`config.mk`:
```
export PLATFORM = sky130hd
export DESIGN_NAME = regfile_wb_scheduler
export DESIGN_NICKNAME = d
export VERILOG_FILES = /design/src/rtl/kgp_risc_pkg.sv /design/src/rtl/regfile_wb_scheduler_rr_arbiter.sv /design/src/rtl/regfile_wb_scheduler.sv
export SDC_FILE = /design/constraint.sdc
export NUM_CORES = 1
export LEC_CHECK = 0
export CORE_UTILIZATION = 48
export DETAILED_ROUTE_END_ITERATION = 10
export PLACE_DENSITY = 0.78
export SLEW_MARGIN = 0
export SYNTH_ARGS = -nofsm -noshare
export SYNTH_HDL_FRONTEND = slang
export SYNTH_SLANG_ARGS = --single-unit
```
`constraint.sdc`:
```
create_clock -name clk -period 3.1 [get_ports clk]
set_input_delay 0.62 -clock clk [delete_from_list [all_inputs] [get_ports clk]]
set_output_delay 0.62 -clock clk [all_outputs]
set_load 0.03 [all_outputs]
```
`src/rtl/kgp_risc_pkg.sv`:
```
// Shared constants for the KGP RISC core.
// Holds register-file geometry, writeback data width and the fixed
// requester ids of the writeback producers.
package kgp_risc_pkg;

    localparam int ADDR_W   = 5;
    localparam int DATA_W   = 32;
    localparam int NUM_REGS = 32;

    // Writeback requester ids (bit positions in req_valid / req_ready)
    localparam int REQ_ALU  = 0;
    localparam int REQ_LOAD = 1;

endpackage

```
`src/rtl/regfile_wb_scheduler_rr_arbiter.sv`:
```
// Combinational round-robin arbiter.
// Scans the request vector starting at ptr and wrapping modulo NUM_REQ.
// The first asserted request wins.
//   req   in   NUM_REQ   request vector
//   ptr   in   PTR_W     highest-priority index for this cycle
//   grant out  NUM_REQ   one-hot grant, zero when no request
module rr_arbiter #(
    parameter int NUM_REQ = 2,
    parameter int PTR_W   = 1
) (
    input  logic [NUM_REQ-1:0] req,
    input  logic [PTR_W-1:0]   ptr,
    output logic [NUM_REQ-1:0] grant
);

    always_comb begin
        logic        found;
        int unsigned idx;
        grant = '0;
        found = 1'b0;
        idx   = 0;
        for (int unsigned off = 0; off < NUM_REQ; off++) begin
            idx = (32'(ptr) + off) % NUM_REQ;
            if (!found && req[idx]) begin
                grant[idx] = 1'b1;
                found      = 1'b1;
            end
        end
    end

endmodule

```
`src/rtl/regfile_wb_scheduler.sv`:
```
// Writeback scheduler for the register file's single write port.
// Round-robin arbitration between NUM_REQ producers feeds a one-cycle
// registered write stage. A per-register pending-write counter array
// lets decode stall on RAW hazards.
//   clk, rst               clock, asynchronous active-high reset
//   req_valid/ready/reg/data  writeback requester handshake (slice i per requester)
//   reserve_en/reg/ready   decode reserves a destination register
//   chk_rs/chk_rt, rs_busy/rt_busy  hazard lookup for decode sources
//   reg_write/reg_to_write/data_to_write  register-file write port
//   err_underflow          sticky flag: commit to a register with no reservation
module regfile_wb_scheduler #(
    parameter int NUM_REQ = 2,
    parameter int ADDR_W  = kgp_risc_pkg::ADDR_W,
    parameter int DATA_W  = kgp_risc_pkg::DATA_W,
    parameter int CNT_W   = 2
) (
    input  logic                      clk,
    input  logic                      rst,
    input  logic [NUM_REQ-1:0]        req_valid,
    output logic [NUM_REQ-1:0]        req_ready,
    input  logic [NUM_REQ*ADDR_W-1:0] req_reg,
    input  logic [NUM_REQ*DATA_W-1:0] req_data,
    input  logic                      reserve_en,
    input  logic [ADDR_W-1:0]         reserve_reg,
    output logic                      reserve_ready,
    input  logic [ADDR_W-1:0]         chk_rs,
    input  logic [ADDR_W-1:0]         chk_rt,
    output logic                      rs_busy,
    output logic                      rt_busy,
    output logic                      reg_write,
    output logic [ADDR_W-1:0]         reg_to_write,
    output logic [DATA_W-1:0]         data_to_write,
    output logic                      err_underflow
);

    import kgp_risc_pkg::*;

    localparam int PTR_W = (NUM_REQ > 1) ? $clog2(NUM_REQ) : 1;
    localparam int NREGS = 1 << ADDR_W;

    logic [PTR_W-1:0]   ptr;
    logic [PTR_W-1:0]   win_idx;
    logic [NUM_REQ-1:0] grant;
    logic [ADDR_W-1:0]  win_reg;
    logic [DATA_W-1:0]  win_data;
    logic               transfer;
    logic               reserve_fire;
    logic               commit_zero;
    logic [CNT_W-1:0]   cnt [NREGS];

    rr_arbiter #(
        .NUM_REQ (NUM_REQ),
        .PTR_W   (PTR_W)
    ) u_arb (
        .req   (req_valid),
        .ptr   (ptr),
        .grant (grant)
    );

    assign req_ready = grant;
    assign transfer  = |grant;

    // Select the winner's index and payload from the one-hot grant
    always_comb begin
        win_idx  = '0;
        win_reg  = '0;
        win_data = '0;
        for (int unsigned i = 0; i < NUM_REQ; i++) begin
            if (grant[i]) begin
                win_idx  = PTR_W'(i);
                win_reg  = req_reg[i*ADDR_W +: ADDR_W];
                win_data = req_data[i*DATA_W +: DATA_W];
            end
        end
    end

    always_ff @(posedge clk or posedge rst) begin
        if (rst) begin
            ptr <= '0;
        end else if (transfer) begin
            ptr <= (win_idx == PTR_W'(NUM_REQ - 1)) ? '0 : win_idx + 1'b1;
        end
    end

    // Write stage: index/data hold when idle, only the enable drops
    always_ff @(posedge clk or posedge rst) begin
        if (rst) begin
            reg_write     <= 1'b0;
            reg_to_write  <= '0;
            data_to_write <= '0;
        end else begin
            reg_write <= transfer;
            if (transfer) begin
                reg_to_write  <= win_reg;
                data_to_write <= win_data;
            end
        end
    end

    assign reserve_ready = (cnt[reserve_reg] != '1);
    assign reserve_fire  = reserve_en & reserve_ready;
    assign commit_zero   = reg_write && (cnt[reg_to_write] == '0);

    // A reserve and a commit to the same register at one edge cancel out
    always_ff @(posedge clk or posedge rst) begin
        if (rst) begin
            for (int unsigned r = 0; r < NREGS; r++) cnt[r] <= '0;
        end else begin
            for (int unsigned r = 0; r < NREGS; r++) begin
                logic inc;
                logic dec;
                inc = reserve_fire && (reserve_reg == ADDR_W'(r));
                dec = reg_write && (reg_to_write == ADDR_W'(r));
                if (inc && !dec) begin
                    cnt[r] <= cnt[r] + 1'b1;
                end else if (dec && !inc && (cnt[r] != '0)) begin
                    cnt[r] <= cnt[r] - 1'b1;
                end
            end
        end
    end

    always_ff @(posedge clk or posedge rst) begin
        if (rst) begin
            err_underflow <= 1'b0;
        end else if (commit_zero) begin
            err_underflow <= 1'b1;
        end
    end

    assign rs_busy = (cnt[chk_rs] != '0);
    assign rt_busy = (cnt[chk_rt] != '0);

endmodule

```
==> Word-level counts from Yosys, hierarchy flattened <==
Index checks and enable logic that the tools add are counted.
{ "word_totals": {"ff_bits": 104, "wordCells": 572} }
{ "classes": {"add_sub_neg": 66, "magnitude_cmp": 8, "n_eq_ne": 63, "mux": 93, "bitwise_logic": 6, "n_reduce_logical": 299} }
{ "op_table": {"columns": ["operator", "n"], "rows": [
  ["$logic_and 1x1->1", 164],
  ["$eq 5x5->1 const B", 32],
  ["$mux 2", 74],
  ["$reduce_bool 2->1", 66],
  ["$eq 5x4->1 const B", 16],
  ["$logic_not 1->1", 65],
  ["$add 2x1->2 const B", 32],
  ["$mux 32", 2],
  ["$sub 2x1->2 const B", 32],
  ["$bmux 2 s5", 4],
  ["$eq 5x3->1 const B", 8],
  ["$ge 6x6->1 const B", 4],
  ["$not 5->6", 4],
  ["$eq 5x2->1 const B", 4],
  ["$eq 5x1->1 const B", 2],
  ["$logic_not 5->1", 2],
  ["$mux 5", 2],
  ["$mux 1", 9],
  ["$lt 1x2->1 const B", 2],
  ["$add 1x1->1 const B", 2],
  ["$demux 1 s1", 2],
  ["$ge 1x1->1 const B", 2],
  ["$logic_not 2->1", 1],
  ["$ne 2x2->1 const B", 1],
  ["other kinds (3)", 3]
]} }

==> Longest topological paths before layout <==
Gate-level depths: netlist of the first run.
{ "logic_depth": {"word_depth": 12, "depth_mapped": 10, "depth_no_buf": 6} }

==> Hierarchy <==
A second synthesis of the first run with hierarchy kept.
{ "hier_totals": {"hier_cells": 713, "area_unflattened_um2": 7213.2} }
{ "by_module_without_submodules": {"columns": ["module", "n_inst", "cells_each", "area_per_inst_um2", "seq_area_each_um2"], "rows": [
  ["regfile_wb_scheduler", 1, 710, 7194.4, 2602.5],
  ["rr_arbiter", 1, 3, 18.8, 0.0]
]} }

==> Worst setup path before layout of the first run <==
Ideal clock, no wire load.
{ "synth_path": {"kind": "input port to output port", "startpoint": "in chk_rs[3]", "endpoint": "out rs_busy", "t_arrival_ns": 2.586, "required_time_ns": 2.480, "slack_ns": -0.106, "stages": 4, "path_buffers": 1, "path_cell_list": "clkbuf_1 -> mux4_2 -> mux4_2 -> mux2i_1"} }
{ "synth_between": {"elab_chain_len": 5} }
{ "synth_lines": {"columns": ["item", "line_no", "source"], "rows": [
  ["from (decl)", "regfile_wb_scheduler.sv:26", "input logic [ADDR_W-1:0] chk_rs,"],
  ["$not 5->6 (implied by the code)", "regfile_wb_scheduler.sv:131", "assign rs_busy = (cnt[chk_rs] != '0);"],
  ["$bmux 2 s5", "regfile_wb_scheduler.sv:131", null],
  ["$mux 2 (implied by the code) (2 in series)", "regfile_wb_scheduler.sv:131", null],
  ["$reduce_bool 2->1", "regfile_wb_scheduler.sv:131", null],
  ["to (decl)", "regfile_wb_scheduler.sv:28", "output logic rs_busy,"]
]} }
Every way passes these cells. The select of a mux whose other input is x is not followed.

==> Worst setup path after layout of the first run <==
Ends and elaborated chain as after synthesis.

==> summary.txt, run 1 <==
Timing
  – Final Hold Fails: 0
  – Final setup vio count: 0
  – Normalized max-slew margin: 0.462
  – Final Max Tran Viols: 0
  – Setup TNS: 0 ns
  – Tmin final: 3.02 ns
  – Slew @ Worst Pin: 0.806 ns
  – Fin crit share: 0.975
  – Achievable Freq: 331 MHz
  – RSZ-0062 raised after global routing: false
  – Worst Skew: 0.0148 ns

Logic synthesis
  – Post-Synthesis Cells: 711
  – Mapped Nets: 805
  – Post-synth EDFFs: 0
  – Synth async-reset ratio: 1.00
  – Seq/Total Area, Yosys: 0.374
  – Synth warn: 0
  – Cell area after synthesis: 0.00697 mm^2
  – Post-synthesis cell type count: 52
  – Predominant post-synthesis flop cell: dfrtp_1
  – Yosys reg bits: 104
  – Avg Inst Size Synth: 9.80 um^2

Layout
  – Fill cell count: 1088
  – Reg area: 0.00260 mm^2
  – Most frequent cells in the layout: nor2_1, clkdlybuf4s50_1, dfrtp_1
  – Inserted Diodes: 0
  – Final net count: 947
  – Share of post-route cells with drive strength above 1: 0.156
  – Most common cell after layout, fill and taps aside: nor2_1
  – Layout Area Growth over Synthesis: 29.8%
  – Multi-input gate area: 0.00410 mm^2

Power
  – Static Leak: 3.85 nW
  – Final Power: 5.28 mW
  – Power Dens Cells: 584 mW/mm^2
  – Worst vdd ir: 0.319 mV

Routing
  – DR WL/cell: 19.9 um
  – ANT nets after route: 0
  – DR vias/cell: 6.33
  – Number of DRC markers in iteration 0: 546
  – Post-Route WL: 20.6 mm
  – DRC viols: 0
  – Drt pass-1 iters: 5
  – Via Count: 6567

Clock tree
  – Clock Latency Late Sink: 0.37 ns
  – Clock Path Buffers: 2
  – Root buf cell: clkbuf_16
  – CTS tree: yes
  – CTS buffer count: 9
  – Cts-stage hold buffer count: 0
  – H-tree depth: 3
  – CTS Sinks: 104
  – Worst-path clk slew: 0.07 ns

Global route
  – GRT met2 Usage: 0.495
  – Vias in the first global route: 6649
  – Antenna violations before repair: 0
  – Largest net degree at the start of global routing: 38
  – Global-route wire length before repair: 33.1 mm
  – GRT Total Usage: 0.288
  – Grt ovf: 0
  – Global-route layer with the greatest usage: met2
  – Grt met3 use: 0.0683
  – M1 GR Usage: 0.328

Floorplanning
  – Core box area: 0.0140 mm^2
  – Die W: 122 um
  – Initial Util: 0.496
  – Die footprint: 0.0150 mm^2
  – Cell Rows: 43
  – Die height: 122 um
  – # IOs: 138

Critical path
  – CP Depth: 6
  – Crit-path cells: dlygate4sd2_1, buf_12, mux4_2, mux4_2, mux2i_2, buf_6
  – Crit-path max FO: 8
  – Crit path required time: 2.48 ns
  – Worst reg-to-reg setup slack: 0.63 ns
  – Buffer and inverter count on the worst path: 3
  – Slowest CP cell: mux4_2
  – Largest delay contributor family on the critical path: multiplexers
  – Arrival @ worst endpoint: 2.40 ns
  – Worst setup EP type: output pin
  – Slowest stage delay, CP: 0.49 ns
  – Startpoint Class: input port
  – Most used cell, CP: mux4_2
  – FF-to-FF path depth: 8
  – Crit Path Category: input port to output pin

Run
  – Maxcap violations: 0

Status
  – Status: complete, no violations

Worst hold path
  – Cell depth of the worst min-delay path: 1
  – Hold WC Path Type: register to register

Placement
  – HPWL Detailed: 15.7 mm
  – Port Buffers: 137
  – Placer congestion estimate: 0.962
-- registers in the layout, summed over array words and instances (netlist names) --
| register | count |
|---|---|
| data_to_write | 32 |
| reg_write | 1 |
| reg_to_write | 5 |
| cnt | 64 |
| ptr | 1 |
| err_underflow | 1 |
-- final cells by class --
cell class / instances / area share
Multi-Input combinational cell: 549 / 0.453
Sequential cell: 104 / 0.288
Timing Repair Buffer: 167 / 0.190
Clock buffer: 9 / 0.0249
Tap cell: 180 / 0.0249
Clock inverter: 7 / 0.00983
Inverter: 22 / 0.00955
-- timing repair --
| action | 4_1_cts | 5_1_grt |
|---|---|---|
| pin swaps | 2 | 0 |
| setup endpoints to repair | 3 | 1 |
| buffers inserted | 1 | 0 |
| gates cloned | 1 | 0 |
| resized for setup | 11 | 2 |
-- through the flow --
step           hold slack (ns)  cells  area (um^2)  worst slack [ns]   util
2_1_floorplan            0.467    711         6980            0.0221      -
3_3_place_gp             0.495   1020         8670            -0.158  0.618
3_5_place_dp             0.482   1020         8670            -0.196  0.618
4_1_cts                  0.525   1038         9040            0.0793  0.644
5_1_grt                  0.535   1038         9040           0.00532  0.644
6_report                 0.518   1038         9040            0.0789  0.644
-- path summary, 6_finish.rpt --
path,startpoint,end
min reg2reg,err_underflow,err_underflow
max in group asynchronous,rst,cnt[59]
max,chk_rs[3],rs_busy
min,err_underflow,err_underflow
min in group asynchronous,rst,data_to_write[24]
max reg2reg,cnt[25],cnt[29]
-- cell families after synthesis --
| logic type | Yosys count | synth area share |
|---|---|---|
| AOI/OAI and AO/OA | 215 | 0.243 |
| xor gates and xnor gates | 16 | 0.0201 |
| buffers and inverters | 58 | 0.0417 |
| DFF | 104 | 0.374 |
| muxes | 56 | 0.156 |
| and+or+nand+nor | 262 | 0.167 |
-- layer usage --
| layer | share of wire | vias to the layer above |
|---|---|---|
| met5 | 0 | - |
| met4 | 0.047 | 0 |
| met3 | 0.074 | 77 |
| met2 | 0.50 | 314 |
| met1 | 0.38 | 3234 |
| li1 | - | 2942 |
-- report_power, final --
group	total (mW)	switching [mW]	internal, mW	leakage, nW
registers	2.08	0.415	1.66	1.22
clock network	1.18	0.600	0.584	0.153
logic	2.01	1.04	0.978	2.48
total	5.28	2.05	3.23	3.85
-- cells in the mapped netlist (17+ instances only) --
cell,instances,area (um^2)
and3_1,18,113
clkbuf_1,17,63.8
o22ai_1,31,194
o21ai_0,34,170
inv_1,20,75.1
mux4_2,39,878
nand2_1,68,255
a211oi_1,19,143
nor2_1,130,488
o211ai_1,26,195
dfrtp_1,104,2600
-- worst register-to-register path: stages, from the launching register on --
cell and delay (ns):
dfrtp_1 0.43, mux4_2 0.48, a22oi_1 0.18, and3_1 0.20, buf_4 0.11, buf_4 0.29
o211ai_1 0.27, a21boi_0 0.27, o22a_1 0.19
(Power assumes the default switching activity.)
==> run 2, diff against run 1 <==
--- a/config.mk
+++ b/config.mk
@@ -5,8 +5,10 @@
 export SDC_FILE = /design/constraint.sdc
 export NUM_CORES = 1
 export LEC_CHECK = 0
-export CORE_UTILIZATION = 48
+export CORE_UTILIZATION = 59
+export CTS_CLUSTER_DIAMETER = 60
 export DETAILED_ROUTE_END_ITERATION = 10
+export DONT_BUFFER_PORTS = 1
 export PLACE_DENSITY = 0.78
 export SLEW_MARGIN = 0
 export SYNTH_ARGS = -nofsm -noshare
==> run 2 against run 1 <==
Hold slack worse by 0.20 ns. Largest power group unchanged. Largest cell class unchanged. Maximum frequency rose by 2.6%. Wire length shrank 9.2%. Sequential share of layout area up 6.6 points. Clock skew shrank 0.0031 ns.
==> summary.txt, run 2 (synthesized netlist as in run 1, its figures left out) <==
Status
  – Status: complete, no violations

Timing
  – Fin crit share: 0.950 (-0.0249)
  – Tmin final: 2.94 ns (-0.0773 ns)
  – Normalized max-slew margin: 0.335 (-0.128)
  – Achievable Freq: 340 MHz (+2.6%)
  – Final Max Tran Viols: 0 (unchanged)
  – Final setup vio count: 0 (unchanged)
  – Worst Skew: 0.0117 ns (-0.00310 ns)
  – RSZ-0062 raised after global routing: false
  – Slew @ Worst Pin: 0.998 ns (+0.191 ns)
  – Hold_ws: 0.317 ns (-0.201 ns)
  – Final Hold Fails: 0 (unchanged)
  – Setup TNS: 0 ns (unchanged)

Floorplanning
  – Die W: 111 um (-9.6%)
  – Cell Rows: 39 (-9.3%)
  – Die height: 111 um (-9.6%)
  – # IOs: 138 (unchanged)
  – Die footprint: 0.0122 mm^2 (-18%)
  – Initial Util: 0.607 (+0.111)
  – Core box area: 0.0115 mm^2 (-18%)

Clock tree
  – Clock Path Buffers: 2 (unchanged)
  – Post-CTS resize count: 0 (-11)
  – Root buf cell: clkbuf_16
  – H-tree depth: 3 (unchanged)
  – CTS buffer count: 9 (unchanged)
  – CTS tree: yes
  – Post-CTS Setup Bufs: 0 (-1)
  – Worst-path clk slew: 0.08 ns (about the same)
  – Cts-stage hold buffer count: 0 (unchanged)
  – Clock Latency Late Sink: 0.37 ns (about the same)
  – CTS Sinks: 104 (unchanged)

Critical path
  – Startpoint Class: register
  – Crit-path max FO: 5 (-3)
  – Worst setup EP type: output pin
  – Arrival @ worst endpoint: 2.32 ns (-0.08 ns)
  – Crit Path Category: register to output pin
  – Crit path required time: 2.48 ns (about the same)

Routing
  – Drt pass-1 iters: 6 (+1)
  – DRC viols: 0 (unchanged)
  – ANT nets after route: 0 (unchanged)
  – DR WL/cell: 22.1 um (+11%)
  – Post-Route WL: 18.7 mm (-9.2%)
  – Via Count: 6013 (-8.4%)
  – DR vias/cell: 7.10 (+12%)
  – Number of DRC markers in iteration 0: 716 (+31%)

Worst hold path
  – Hold WC Path Type: input port to async pin

Global route
  – GRT met2 Usage: 0.507 (+0.0114)
  – Grt ovf: 0 (unchanged)
  – M1 GR Usage: 0.406 (+0.0772)
  – Largest net degree at the start of global routing: 62 (+63%)
  – Global-route layer with the greatest usage: met2
  – Vias in the first global route: 5957 (-10%)
  – Global-route wire length before repair: 30.2 mm (-8.7%)
  – Antenna violations before repair: 0 (unchanged)
  – Grt met3 use: 0.0837 (+0.0153)
  – GRT Total Usage: 0.315 (+0.0268)

Power
  – Static Leak: 3.15 nW (-18%)
  – Worst vdd ir: 0.520 mV (+63%)
  – Final Power: 4.90 mW (-7.1%)
  – Power Dens Cells: 666 mW/mm^2 (+14%)

Layout
  – Layout Area Growth over Synthesis: 5.64%
  – Final net count: 793 (-16%)
  – Most frequent cells in the layout: nor2_1, dfrtp_1, nand2_1
  – Most common cell after layout, fill and taps aside: nor2_1
  – Most flop-heavy register: cnt
  – Largest regs: cnt x64, data_to_write x32, reg_to_write x5
  – Max reg flops: 64 (unchanged)
  – Inserted Diodes: 0 (unchanged)
  – Share of post-route cells with drive strength above 1: 0.158 (+0.00149)

Placement
  – Placer congestion estimate: 0.918 (-4.6%)
  – HPWL Detailed: 14.0 mm (-11%)
  – Port Buffers: 0 (-100%)

Run
  – Maxcap violations: 0 (unchanged)
[run 2: power breakdown]
part	leakage, nW	total [mW]	internal [mW]	switching, mW
Clock	0.139	1.15	0.568	0.584
Combinational	1.79	1.56	0.725	0.837
Sequential	1.22	2.19	1.66	0.523
Total	3.15	4.90	2.96	1.94
[run 2: final timing paths]
kind / slack (ns) / cells after the start / end / startpoint
worst max-delay path: 0.16 / 4 / rt_busy / cnt[28]
max in group asynchronous: 1.96 / 2 / cnt[13] / rst
min in group clk: 0.39 / 1 / ptr / req_valid[0]
worst max register to register: 0.52 / 5 / cnt[0] / reg_to_write[1]
worst min register to register: 0.52 / 1 / cnt[4] / cnt[4]
worst min-delay path: 0.32 / 1 / data_to_write[30] / rst
[run 2: final cells by class]
class,count,area (um^2)
Timing Repair Buffer,13,110
Clock inverter,7,71.3
Clock buffer,9,225
Fill cell,874,4110
Multi-Input combinational cell,549,4080
Tap cell,143,179
Inverter,22,86.3
Sequential cell,104,2600
[run 2: per-layer routing]
metal	routed length, um	vias to the layer above
li1	-	2632
met1	7290	2942
met2	9010	376
met3	1900	63
met4	528	0
met5	0	-
[run 2: worst max-delay path, stage by stage (launching register included)]
cell and delay [ns]:
dfrtp_1 0.44, nor2_1 0.15, mux4_2 0.49, mux4_2 0.48, mux2i_2 0.40
[run 2: per-stage QoR]
step / worst slack [ns] / cell area [um^2] / util / cells
after floorplan: 0.0221 / 6980 / - / 711
after detailed placement: 0.475 / 7060 / 0.616 / 831
after global routing: 0.113 / 7360 / 0.642 / 847
final: 0.156 / 7360 / 0.642 / 847
after CTS: 0.172 / 7360 / 0.642 / 847
after global placement: 0.508 / 7060 / 0.616 / 831
==> run 3, diff against run 2 <==
--- a/config.mk
+++ b/config.mk
@@ -5,11 +5,10 @@
 export SDC_FILE = /design/constraint.sdc
 export NUM_CORES = 1
 export LEC_CHECK = 0
-export CORE_UTILIZATION = 59
+export CORE_UTILIZATION = 45
 export CTS_CLUSTER_DIAMETER = 60
 export DETAILED_ROUTE_END_ITERATION = 10
 export DONT_BUFFER_PORTS = 1
-export PLACE_DENSITY = 0.78
 export SLEW_MARGIN = 0
 export SYNTH_ARGS = -nofsm -noshare
 export SYNTH_HDL_FRONTEND = slang
==> run 3 against run 2 <==
Register-to-register slack better by 0.17 ns. Sequential power barely moved. Non-clock buffer count unchanged. Worst setup slack got worse by 0.0019 ns. Global-route usage decreased by 6.4 points. Combinational power about the same. Largest cell class unchanged. First-iteration DRC count down 20%.
==> summary.txt, run 3 (synthesized netlist as in run 1, its figures left out) <==
Status
  – Status: complete, no violations

Clock tree
  – Clock Latency Late Sink: 0.36 ns (about the same)
  – H-tree depth: 3 (unchanged)
  – CTS Sinks: 104 (unchanged)
  – Root buf cell: clkbuf_16
  – Post-CTS resize count: 0 (unchanged)
  – Clock Path Buffers: 2 (unchanged)
  – CTS buffer count: 9 (unchanged)
  – CTS tree: yes
  – Cts-stage hold buffer count: 0 (unchanged)
  – Post-CTS Setup Bufs: 0 (unchanged)
  – Worst-path clk slew: 0.08 ns (about the same)

Floorplanning
  – Die W: 126 um (+14%)
  – Die height: 126 um (+14%)
  – Die footprint: 0.0160 mm^2 (+31%)
  – # IOs: 138 (unchanged)
  – Core box area: 0.0151 mm^2 (+32%)
  – Cell Rows: 45 (+15%)
  – Initial Util: 0.460 (-0.148)

Routing
  – Drt pass-1 iters: 5 (-1)
  – Uppermost layer routed: met4
  – Post-Route WL: 19.2 mm (+2.7%)
  – DR WL/cell: 21.6 um (-2.5%)
  – Number of DRC markers in iteration 0: 576 (-20%)
  – ANT nets after route: 0 (unchanged)
  – Metal3 WL: 1.36 mm (-29%)
  – Wl on met1: 7.73 mm (+6.1%)
  – Met2 wire length: 9.62 mm (+6.8%)
  – DRC viols: 0 (unchanged)
  – Via Count: 5867 (-2.4%)
  – DR vias/cell: 6.58 (-7.4%)

Placement
  – Port Buffers: 0 (unchanged)
  – Placed insts: 876 (+5.4%)
  – HPWL Detailed: 14.3 mm (+2.0%)
  – Placer congestion estimate: 0.858 (-6.6%)

Layout
  – Most common cell after layout, fill and taps aside: nor2_1
  – Non-filler cells, final: 892 (+5.3%)
  – Layout Area Growth over Synthesis: 6.45%
  – Fill cell count: 1352 (+55%)
  – Largest regs: cnt x64, data_to_write x32, reg_to_write x5
  – Most flop-heavy register: cnt
  – Inserted Diodes: 0 (unchanged)
  – Share of post-route cells with drive strength above 1: 0.158 (unchanged)
  – Most frequent cells in the layout: nor2_1, dfrtp_1, nand2_1
  – Max reg flops: 64 (unchanged)
  – Final net count: 793 (unchanged)

Run
  – Maxcap violations: 0 (unchanged)

Global route
  – Vias in the first global route: 5779 (-3.0%)
  – GRT Total Usage: 0.251 (-0.0637)
  – Largest net degree at the start of global routing: 73 (+18%)
  – Antenna violations before repair: 0 (unchanged)
  – Grt ovf: 0 (unchanged)
  – Global-route wire length before repair: 30.9 mm (+2.1%)

Timing
  – Final Hold Fails: 0 (unchanged)
  – RSZ-0062 raised after global routing: false
  – Final Max Tran Viols: 0 (unchanged)
  – Worst Skew: 0.0112 ns (-0.000486 ns)
  – Tmin final: 2.95 ns (+0.00186 ns)
  – Normalized max-slew margin: 0.362 (+0.0269)
  – Final setup vio count: 0 (unchanged)
  – Setup TNS: 0 ns (unchanged)
  – Fin crit share: 0.950 (about the same)
  – Slew @ Worst Pin: 0.957 ns (-0.0403 ns)
  – Achievable Freq: 339 MHz (about the same)

Power
  – Static Leak: 3.15 nW (about the same)
  – Worst vdd ir: 0.313 mV (-40%)
  – Cell Int Power: 2.96 mW (+0.16%)
  – Sw power: 1.95 mW (about the same)
  – Power Dens Cells: 662 mW/mm^2 (-0.64%)
  – Switching Fraction: 0.396 (about the same)
  – Seq pwr share: 0.446 (about the same)
  – Clk pwr share: 0.240 (+0.005)
  – Comb power frac: 0.314 (-0.005)

Worst hold path
  – Hold WC Path Type: input port to async pin

Critical path
  – Worst setup EP type: output pin
  – Crit Path Category: register to output pin
  – Arrival @ worst endpoint: 2.33 ns (about the same)
  – FF-to-FF path depth: 5 (unchanged)
  – Crit-path max FO: 5 (unchanged)
  – Startpoint Class: register
  – Crit path required time: 2.48 ns (about the same)
## run 3: final cells by class
class | instances | area [um^2] | area share
clock buffers | 9 | 225 | 0.0304
clock inverters | 7 | 83.8 | 0.0113
inverters | 22 | 86.3 | 0.0116
multi-input cells | 549 | 4080 | 0.551
flip-flops and latches | 104 | 2600 | 0.351
well taps | 188 | 235 | 0.0317
repair buffers | 13 | 97.6 | 0.0132
## run 3: worst paths after layout
kind / startpoint / endpoint / slack (ns)
setup / recovery: cnt[20] / rs_busy / 0.15
hold / removal: rst / cnt[38] / 0.25
setup reg to reg: reg_to_write[0] / cnt[0] / 0.69
min in group clk: req_valid[0] / ptr / 0.39
max in group asynchronous: rst / cnt[10] / 2.05
hold reg to reg: cnt[10] / cnt[10] / 0.52
## run 3: power groups by stage
stage	combinational (mW)	sequential, mW	clock [mW]
6_report	1.54	2.19	1.18
5_1_grt	1.68	2.24	1.24
4_1_cts	1.53	2.18	1.21
3_5_place_dp	1.53	2.20	0
3_3_place_gp	1.45	2.19	0
2_1_floorplan	1.26	2.07	0
## run 3: stage by stage
stage | hold slack, ns | utilization | setup WS, ns | power [mW] | instance area (um^2)
after floorplan | 0.467 | - | 0.0221 | 3.33 | 6980
after global placement | 0.497 | 0.469 | 0.492 | 3.64 | 7110
after detailed placement | 0.508 | 0.469 | 0.472 | 3.73 | 7110
after CTS | 0.257 | 0.490 | 0.138 | 4.92 | 7410
after global routing | 0.293 | 0.490 | 0.0630 | 5.17 | 7410
final | 0.249 | 0.490 | 0.154 | 4.91 | 7410
## run 3: critical path, cell delays in order, from the launching register on
cell	delay (ns)
dfrtp_1	0.43
nor2_1	0.14
mux4_2	0.49
mux4_2	0.48
mux2i_2	0.42
## run 3: layer usage
| layer | up-vias | GRT usage |
|---|---|---|
| met4 | 0 | 0.0999 |
| met5 | - | 0 |
| li1 | 2628 | - |
| met3 | 34 | 0.0548 |
| met2 | 280 | 0.428 |
| met1 | 2925 | 0.310 |
